==> src/rtl/boot_loader.sv <==
// Boot-time program loader: assembles a little-endian byte stream into words,
// writes them into instruction memory and releases the CPU reset after a settle delay.
module boot_loader #(
    parameter int ADDR_W      = 10,
    parameter int HOLD_CYCLES = 4
) (
    input  logic              clk,
    input  logic              rst,
    input  logic              in_valid,
    input  logic [7:0]        in_data,
    output logic              in_ready,
    output logic              rom_we,
    output logic [ADDR_W-1:0] rom_addr,
    output logic [31:0]       rom_wdata,
    output logic              cpu_rst,
    output logic              done,
    output logic              overflow
);

    typedef enum logic [1:0] {
        S_LEN  = 2'd0,
        S_DATA = 2'd1,
        S_HOLD = 2'd2,
        S_RUN  = 2'd3
    } state_t;

    localparam logic [7:0] HOLD_LAST = 8'(HOLD_CYCLES - 1);

    state_t              state_q, state_d;
    logic [1:0]          byte_cnt_q, byte_cnt_d;
    logic [23:0]         part_q, part_d;
    logic [31:0]         len_q, len_d;
    logic [31:0]         idx_q, idx_d;
    logic [7:0]          hold_q, hold_d;
    logic                in_ready_q, in_ready_d;
    logic                rom_we_q, rom_we_d;
    logic [ADDR_W-1:0]   rom_addr_q, rom_addr_d;
    logic [31:0]         rom_wdata_q, rom_wdata_d;
    logic                cpu_rst_q, cpu_rst_d;
    logic                done_q, done_d;
    logic                overflow_q, overflow_d;

    logic                accept_s;
    logic [31:0]         word_s;
    logic                in_range_s;

    assign accept_s   = in_valid && in_ready_q;
    assign word_s     = {in_data, part_q};
    // Word indices past the memory depth are consumed but never written.
    assign in_range_s = ((idx_q >> ADDR_W) == 32'd0);

    // Next-state, word assembly and registered-output decode.
    always_comb begin
        state_d     = state_q;
        byte_cnt_d  = byte_cnt_q;
        part_d      = part_q;
        len_d       = len_q;
        idx_d       = idx_q;
        hold_d      = hold_q;
        rom_we_d    = 1'b0;
        rom_addr_d  = rom_addr_q;
        rom_wdata_d = rom_wdata_q;
        overflow_d  = overflow_q;

        case (state_q)
            S_LEN, S_DATA: begin
                if (accept_s) begin
                    byte_cnt_d = byte_cnt_q + 2'd1;
                    case (byte_cnt_q)
                        2'd0:    part_d[7:0]   = in_data;
                        2'd1:    part_d[15:8]  = in_data;
                        2'd2:    part_d[23:16] = in_data;
                        default: part_d        = 24'd0;
                    endcase
                    if (byte_cnt_q == 2'd3) begin
                        hold_d = 8'd0;
                        if (state_q == S_LEN) begin
                            len_d   = word_s;
                            state_d = (word_s == 32'd0) ? S_HOLD : S_DATA;
                        end else begin
                            idx_d = idx_q + 32'd1;
                            if (in_range_s) begin
                                rom_we_d    = 1'b1;
                                rom_addr_d  = idx_q[ADDR_W-1:0];
                                rom_wdata_d = word_s;
                            end else begin
                                overflow_d = 1'b1;
                            end
                            if (idx_q == (len_q - 32'd1)) begin
                                state_d = S_HOLD;
                            end else begin
                                state_d = S_DATA;
                            end
                        end
                    end else begin
                        hold_d = hold_q;
                    end
                end else begin
                    byte_cnt_d = byte_cnt_q;
                end
            end
            S_HOLD: begin
                if (hold_q == HOLD_LAST) begin
                    state_d = S_RUN;
                end else begin
                    hold_d = hold_q + 8'd1;
                end
            end
            S_RUN: begin
                state_d = S_RUN;
            end
            default: begin
                state_d = S_LEN;
            end
        endcase

        in_ready_d = (state_d == S_LEN) || (state_d == S_DATA);
        cpu_rst_d  = (state_d != S_RUN);
        done_d     = (state_d == S_RUN);
    end

    // State and output registers with synchronous reset.
    always_ff @(posedge clk) begin
        if (rst) begin
            state_q     <= S_LEN;
            byte_cnt_q  <= 2'd0;
            part_q      <= 24'd0;
            len_q       <= 32'd0;
            idx_q       <= 32'd0;
            hold_q      <= 8'd0;
            in_ready_q  <= 1'b1;
            rom_we_q    <= 1'b0;
            rom_addr_q  <= '0;
            rom_wdata_q <= 32'd0;
            cpu_rst_q   <= 1'b1;
            done_q      <= 1'b0;
            overflow_q  <= 1'b0;
        end else begin
            state_q     <= state_d;
            byte_cnt_q  <= byte_cnt_d;
            part_q      <= part_d;
            len_q       <= len_d;
            idx_q       <= idx_d;
            hold_q      <= hold_d;
            in_ready_q  <= in_ready_d;
            rom_we_q    <= rom_we_d;
            rom_addr_q  <= rom_addr_d;
            rom_wdata_q <= rom_wdata_d;
            cpu_rst_q   <= cpu_rst_d;
            done_q      <= done_d;
            overflow_q  <= overflow_d;
        end
    end

    assign in_ready  = in_ready_q;
    assign rom_we    = rom_we_q;
    assign rom_addr  = rom_addr_q;
    assign rom_wdata = rom_wdata_q;
    assign cpu_rst   = cpu_rst_q;
    assign done      = done_q;
    assign overflow  = overflow_q;

endmodule

==> config.mk <==
export PLATFORM = sky130hd
export DESIGN_NAME = boot_loader
export DESIGN_NICKNAME = d
export VERILOG_FILES = /design/src/rtl/boot_loader.sv
export SDC_FILE = /design/constraint.sdc
export NUM_CORES = 1
export LEC_CHECK = 0
export ABC_CLOCK_PERIOD_IN_PS = 5550
export CORE_UTILIZATION = 40
export CTS_BUF_LIST = sky130_fd_sc_hd__clkbuf_16
export CTS_CLUSTER_DIAMETER = 150
export DETAILED_ROUTE_END_ITERATION = 7
export HOLD_SLACK_MARGIN = 0.06
export PLACE_DENSITY = 0.7
export SYNTH_ARGS = -nofsm -noshare
export SYNTH_HDL_FRONTEND = slang
export SYNTH_SLANG_ARGS = --single-unit
==> constraint.sdc <==
create_clock -name clk -period 5.55 [get_ports clk]
set_input_delay 0.8325 -clock clk [delete_from_list [all_inputs] [get_ports clk]]
set_output_delay 0.8325 -clock clk [all_outputs]
set_load 0.01 [all_outputs]
## Word level (Yosys, flattened, before mapping)

Index checks and enable logic that the tools add are counted.

- Bits in latches: 0
- Output and inout port bits: 47
- Memory bits (writable): 0
- Input port bits: 11
- Memory bits (read-only): 0
- Memories: 0
- Logic and storage cells: 78
- Register bits: 147

- Divide/modulo/power cells: 0
- Shifts and indexed selects: 0
- Bitwise logic cells: 8
- Multipliers: 0
- Mux-type cells: 15
- Add/sub/neg operators: 4
- Eq/ne operators: 14
- Reductions and logical operators: 22
- Magnitude comparators: 0

Operators with widths:

| cell | count |
|---|---|
| 32-bit logical NOT | 2 |
| 8-bit case mux with 2 select lines | 4 |
| 32-bit by 1-bit adder with 32-bit output (second input constant) | 1 |
| 32-bit equality test | 1 |
| 32-bit by 1-bit subtractor with 32-bit output (second input constant) | 1 |
| 8-bit two-way mux | 3 |
| 2-bit two-way mux | 6 |
| 4-bit AND reduction | 3 |
| 2-bit equality test (second input constant) | 5 |
| 5-bit AND reduction | 2 |
| 3-bit AND reduction | 3 |
| 8-bit by 1-bit adder with 8-bit output (second input constant) | 1 |
| 8-bit by 2-bit equality test with 1-bit output (second input constant) | 1 |
| 2-bit != test (second input constant) | 4 |
| 1-bit inverter | 8 |
| 2-bit OR reduction | 4 |
| 2-bit by 1-bit equality test with 1-bit output (second input constant) | 3 |
| 2-bit logical NOT | 3 |
| 2-bit case mux with 3 select lines | 1 |
| 5-bit OR reduction | 1 |
| 2-bit by 1-bit adder with 2-bit output (second input constant) | 1 |
| 2-bit AND reduction | 1 |
| 2-bit nonzero test | 1 |
| 1-bit logical AND | 1 |
| 2 further kinds | 2 |

## Longest topological paths before layout

Gate-level depths: netlist of run 1.

- Depth after elaboration: 9
- Depth in mapped cells: 11
- Gate-level depth less buffers: 10

## Least setup slack after synthesis of run 1

Ideal clock, no wire load.

- Path kind: in2reg
- Start: input in_valid
- End: register idx_q[29]
- Library setup time: 128 ps
- Path slack: 3008 ps
- Data arrival time: 2414 ps
- Path buffers: 0
- Required time: 5422 ps
- Stages on the path: 8
- Cells stage by stage: and4b_1 > and4_1 > nand3_1 > or3_1 > nor4_2 > nor2b_1 > xnor2_1 > nor2_1

- Cells in the longest elaborated chain, start to end: 2

RTL lines:

| item | RTL line | text |
|---|---|---|
| start: declaration | 9 | `input logic in_valid,` |
| 1-bit logical AND | 47 | `assign accept_s = in_valid && in_ready_q;` |
| 4-bit AND reduction (no line) | n/a |  |
| end signal: assignment | 143 | `idx_q <= idx_d;` |
| end: declaration | 33 | `logic [31:0] idx_q, idx_d;` |

No other way between the ends.
A chain may end at the register's enable or synchronous reset.

## Worst setup path in the final report of run 1

- Start: input in_valid
- End: register idx_q[26]

Same word-level chain as after synthesis.

==> impl_metrics.yaml, run 1 <==
logic_synthesis:
  ys_seq_area_share_pct: 43.23
  ys.flop_type: "dfxtp_1"
  syn-cell-area_mm2: 0.006808
  ys_types: 54
  syn_area_per_cell_um2: 7.916
  synth-edff-count: 0
  synth_top_cell_by_area: "dfxtp_1"
  synth_nets: 878
  synthArstFlopShare_pct: 0
  yosysWarnings: 0
  ys_top_cells_by_area: "dfxtp_1, nand2_1, a21oi_1"
  synth.top_cell.area_share_pct: 43.23
  synth_seq_cells: 147
  syn_inst: 860
run_status:
  outcome: "complete, no violations"
grt:
  globalRouteOverflowTotal: 0
  busiest_layer: "met2"
  track_usage_pct: 18.91
  grt_pass1_wl_um: 26700
  grt_use_met2_pct: 27.75
  antenna_found_initial: 0
  grt_use_met3_pct: 4.061
  grt_max_degree: 78
  gr-usage-met1_pct: 25.82
  grt_pass1_vias: 5310
sta:
  fin_crit_ns: 2.947
  finalSetupTns_ns: 0
  rsz0062_at_grt: "false"
  fin_ws_ns: 2.603
  setup_viol: 0
  slew_headroom_pct: 24.89
  max_slew.worst_pin.slew_ns: 1.127
  period_share_pct: 53.09
  slew_violations: 0
  hold_violations: 0
  timing.fmax_mhz: 339.4
  fin_skew_ns: 0.007092
final_layout:
  area_growth_pct: 17.55
  antenna_cells: 0
  final_nets: 903
  layout-drive-gt1-share_pct: 5.902
  stdcell_count: 1118
  final_util_pct: 48.26
setup_path:
  crit_chain: "clkdlybuf4s50_1 > and4b_1 > nand4_1 > nor3_1 > nand3_1 > nor3_2 > nand3_1 > xor2_1 > nor2_1"
  slowest_stage: "clkdlybuf4s50_1"
  crit_buf_inv: 1
  cpLargestDelayFamily: "simple AND/OR/NAND/NOR gates"
  start_kind: "primary input"
  worst_ep_arrival_time_ns: 3.24
  path_class: "primary input to register"
  required_ns: 5.84
  cpPeakStageDelay_ns: 0.50
  path_common_cell: "nand3_1"
  cp-end-kind: "register"
  crit_fanout: 6
worst_hold_path:
  hold_class: "register to register"
floorplanning:
  rows: 47
  die_x_um: 132.5
  fp.dieH_um: 132.5
  pin_count: 58
  initial_core_util_pct: 41.05
  core_mm2: 0.01658
  dieArea_mm2: 0.01755
drt:
  postRouteWirelength_um: 15980
  via_per_inst: 5.255
  ant_nets: 0
  initialDrtViolationCount: 352
  drc: 0
  num_vias: 5875
  first_pass_iters: 4
  post_drt_wl_per_cell_um: 14.29
clocking:
  cts_setup_buffers: 0
  cts_resized: 0
  h-tree-depth: 4
  cts_hold_buf: 0
  root_buffer: "clkbuf_16"
  cts_max_path_buffers: 2
  clock_sinks: 147
  cts_tree: "done"
  numCtsBuffers: 17
  clk_pin_slew_worst_paths_ns: 0.06
  clk_latency_ns: 0.43
power:
  fin_total_pwr_mw: 2.224
  irDropWorstVdd_v: 0.0001882
  power_leakage_nw: 2.723
  power.density_mw_per_mm2: 277.9
placement:
  portBuffers: 57
  placed_cells: 1086
  pre_cts_ws_ns: 2.152
  routabilityCongestion: 0.8476
  dp_hpwl_um: 11070
job:
  drv_cap: 0
-- synth_stat cells, types with 11 or more instances --
cell      number
xor2_1        42
nand3_1       49
nor3_1        20
a21oi_1      103
nor4_1        23
nand4_1       16
dfxtp_1      147
inv_1         11
nor2_1        61
xnor2_1       36
nand2_1      194
clkbuf_1      49
-- layout make-up --
type                       count  area [µm²]
clock inverter                15       116.4
tap                          220       275.3
clock buffer                  17       425.4
multi-input combinational    647        3603
inverter                      11       41.29
sequential                   147        2943
fill                        1652        8581
timing repair buffer          61       598.1
-- state kept, by name, indices dropped and copies added, names as in the netlist --
register    count
byte_cnt_q      2
cpu_rst         1
done            1
hold_q          8
idx_q          32
in_ready        1
len_q          32
overflow        1
part_q         24
rom_addr       10
rom_wdata      32
rom_we          1
state_q         2
-- power by group --
| part | internal (mW) | switching (mW) | total, mW |
|---|---|---|---|
| combinational | 0.0298 | 0.0651 | 0.0948 |
| clock | 0.607 | 0.447 | 1.05 |
| sequential | 1.06 | 0.0106 | 1.07 |
-- cell families (layout without fill, tap and decap cells) --
logic type,after synthesis,count (layout),synth area share (%)
and+or+nand+nor,424,424,29.99
DFF,147,147,43.23
AOI/OAI and AO/OA,131,131,10.49
xor gates and xnor gates,78,78,10.03
buffers and inverters,66,104,3.915
adders and majority gates,7,7,1.286
muxes,7,7,1.048
-- worst paths after layout --
check	startpoint	endpoint	slack, ns	cells after the start
setup / recovery	in_valid	idx_q[26]	2.60	9
hold / removal	rom_wdata[25]	rom_wdata[25]	0.45	2
setup reg to reg	len_q[2]	in_ready	2.70	8
hold reg to reg	rom_wdata[25]	rom_wdata[25]	0.45	2
-- worst reg2reg max path: cells and delay by family, from the launching register on --
kind,cells,cell delay (ns)
xor+xnor,1,0.18
flops,1,0.41
compound gates,1,0.07
simple gates,6,2.07
-- per-stage QoR --
step | area, µm² | hold WS [ns]
2_1_floorplan | 6808 | 0.4478
5_1_grt | 8003 | 0.4742
4_1_cts | 8003 | 0.4555
3_3_place_gp | 7461 | 0.4432
3_5_place_dp | 7461 | 0.4470
6_report | 8003 | 0.4523
-- routing by layer --
metal | wire length (µm) | vias up
met4 | 516 | 0
met2 | 6835 | 158
met3 | 800 | 37
li1 | - | 2981
met5 | 0 | -
met1 | 7824 | 2699
-- layout by cell type (no fill, tap or decap), types with 4 or more instances in the layout --
cell	instances
mux2i_1	6
nand2_1	194
nor3_1	19
nand3_1	49
clkdlybuf4s50_1	56
nand4_1	16
or3_1	7
inv_1	11
a21oi_1	103
a31oi_1	4
nor2b_1	7
or2_2	5
and3_1	6
xor2_1	42
clkinvlp_4	4
clkbuf_16	17
buf_4	5
nand2b_1	5
nor4_1	23
ha_1	7
dfxtp_1	147
clkinv_1	4
o21ai_0	7
xnor2_1	36
nor2_1	61
Power figures use the tool's default switching activity.
==> run 2, diff against run 1 <==
--- a/config.mk
+++ b/config.mk
@@ -5,7 +5,7 @@
 export SDC_FILE = /design/constraint.sdc
 export NUM_CORES = 1
 export LEC_CHECK = 0
-export ABC_CLOCK_PERIOD_IN_PS = 5550
+export ABC_CLOCK_PERIOD_IN_PS = 3100
 export CORE_UTILIZATION = 40
 export CTS_BUF_LIST = sky130_fd_sc_hd__clkbuf_16
 export CTS_CLUSTER_DIAMETER = 150
==> constraint.sdc (replaced) <==
create_clock -name clk -period 3.1 [get_ports clk]
set_input_delay 0.465 -clock clk [delete_from_list [all_inputs] [get_ports clk]]
set_output_delay 0.465 -clock clk [all_outputs]
set_load 0.01 [all_outputs]
==> run 2 against run 1 <==
  * Cell area grew 3.3%
  * Largest power group is now the clock network
  * Clock power grew 120%
  * Critical path type is now register to register
  * Final cell count grew 1.4%
==> impl_metrics.yaml, run 2 (same netlist as run 1, synthesis figures left out) <==
drt:
  ant_nets: 0
  via_per_inst: 5.245
  num_vias: 5948
  postRouteWirelength_um: 16230
  initialDrtViolationCount: 334
  first_pass_iters: 4
  post_drt_wl_per_cell_um: 14.31
  drc: 0
power:
  power.switching_uw: 979.3
  clkPwrFrac_pct: 52.9
  switching_share_pct: 21.93
  p_seq_share_pct: 43.1
  cellInternalPower_mw: 3.487
  power.density_mw_per_mm2: 540.0
  power_leakage_nw: 2.880
  fin_total_pwr_mw: 4.466
  irDropWorstVdd_v: 0.0003498
  combinationalPowerShare_pct: 4.1
setup_path:
  required_ns: 3.43
  path_class: "register to register"
  start_kind: "register"
  worst_ep_arrival_time_ns: 3.10
  rr_startpoint: "len_q[0]"
  crit_start: "len_q[0]"
  crit_fanout: 9
  cp-end-kind: "register"
floorplanning:
  fp.dieH_um: 132.5
  rows: 47
  dieArea_mm2: 0.01755
  pin_count: 58
  initial_core_util_pct: 41.05
  core_mm2: 0.01658
  die_x_um: 132.5
grt:
  antenna_found_initial: 0
  grt_pass1_vias: 5490
  grt_max_degree: 87
  grt_pass1_wl_um: 27300
  track_usage_pct: 19.21
  globalRouteOverflowTotal: 0
final_layout:
  final_cell_mix: "nand2_1, dfxtp_1, a21oi_1"
  final_util_pct: 49.87
  area_growth_pct: 21.48
  layout_commonest_cell: "nand2_1"
  multi_input_area_mm2: 0.003603
  final_nets: 919
  seq_area_mm2: 0.002943
  fillers: 1590
  layout-drive-gt1-share_pct: 7.987
  antenna_cells: 0
clocking:
  cts_tree: "done"
  cts_setup_buffers: 0
  cts_resized: 0
  clk_latency_ns: 0.44
  cts_hold_buf: 0
  clock_sinks: 147
  h-tree-depth: 4
  root_buffer: "clkbuf_16"
  clk_pin_slew_worst_paths_ns: 0.06
  cts_max_path_buffers: 2
  numCtsBuffers: 17
sta:
  finalSetupTns_ns: 0
  timing.fmax_mhz: 361.1
  max_slew.worst_pin.slew_ns: 0.7970
  fin_crit_ns: 2.769
  setup_viol: 0
  period_share_pct: 89.32
  fin_ws_ns: 0.3309
  slew_violations: 0
  hold_slack_ns: 0.4542
  rsz0062_at_grt: "false"
  slew_headroom_pct: 46.46
  fin_skew_ns: 0.006285
  hold_violations: 0
placement:
  routabilityCongestion: 0.8445
  dp_hpwl_um: 11220
  portBuffers: 57
  pre_cts_ws_ns: 0.1722
worst_hold_path:
  hold_start: "rom_addr[8]"
  hold_class: "register to register"
run_status:
  outcome: "complete, no violations"
job:
  drv_cap: 0
==> run 2: power by group through the flow <==
| stage | logic [mW] | registers, mW | clock network [mW] |
|---|---|---|---|
| after floorplan | 0.118 | 1.96 | 0 |
| after global placement | 0.180 | 1.97 | 0 |
| after detailed placement | 0.180 | 1.97 | 0 |
| after CTS | 0.181 | 1.92 | 2.38 |
| after global routing | 0.200 | 1.92 | 2.47 |
| final | 0.182 | 1.92 | 2.36 |
==> run 2: critical path, stage by stage, from the launching register on <==
cell and delay (ns):
dfxtp_1 0.36, inv_1 0.07, ha_1 0.32, nor2b_1 0.29, nand4_2 0.30, nor3b_4 0.33
mux2i_1 0.22, mux2i_1 0.09, o2111a_1 0.24, and4_4 0.21, o31a_1 0.23
==> run 2: path summary, 6_finish.rpt <==
kind,slack [ns],cells past startpoint,end
min reg2reg,0.45,2,rom_addr[8]
min,0.45,2,rom_addr[8]
max,0.33,10,state_q[1]
max reg2reg,0.33,10,state_q[1]
==> run 2: metal layers <==
layer,part of all wire [%],global-route usage [%],vias to the layer above
met5,0,0,-
met4,2.4,8.940,0
met3,4.5,4.291,30
met2,45,29.53,161
met1,48,25.61,2742
li1,-,-,3015
==> run 2: layout make-up <==
cell class,count,area share (%)
Tap cell,220,3.328
Sequential cell,147,35.58
Clock buffer,17,5.144
Clock inverter,15,3.041
Timing Repair Buffer,77,8.835
Multi-Input combinational cell,647,43.57
Inverter,11,0.4992
==> run 2: metrics by stage <==
step	instances	cell area (µm²)
after CTS	1134	8270
after detailed placement	1102	7594
after global placement	1102	7594
final	1134	8270
after floorplan	860	6808
after global routing	1134	8270
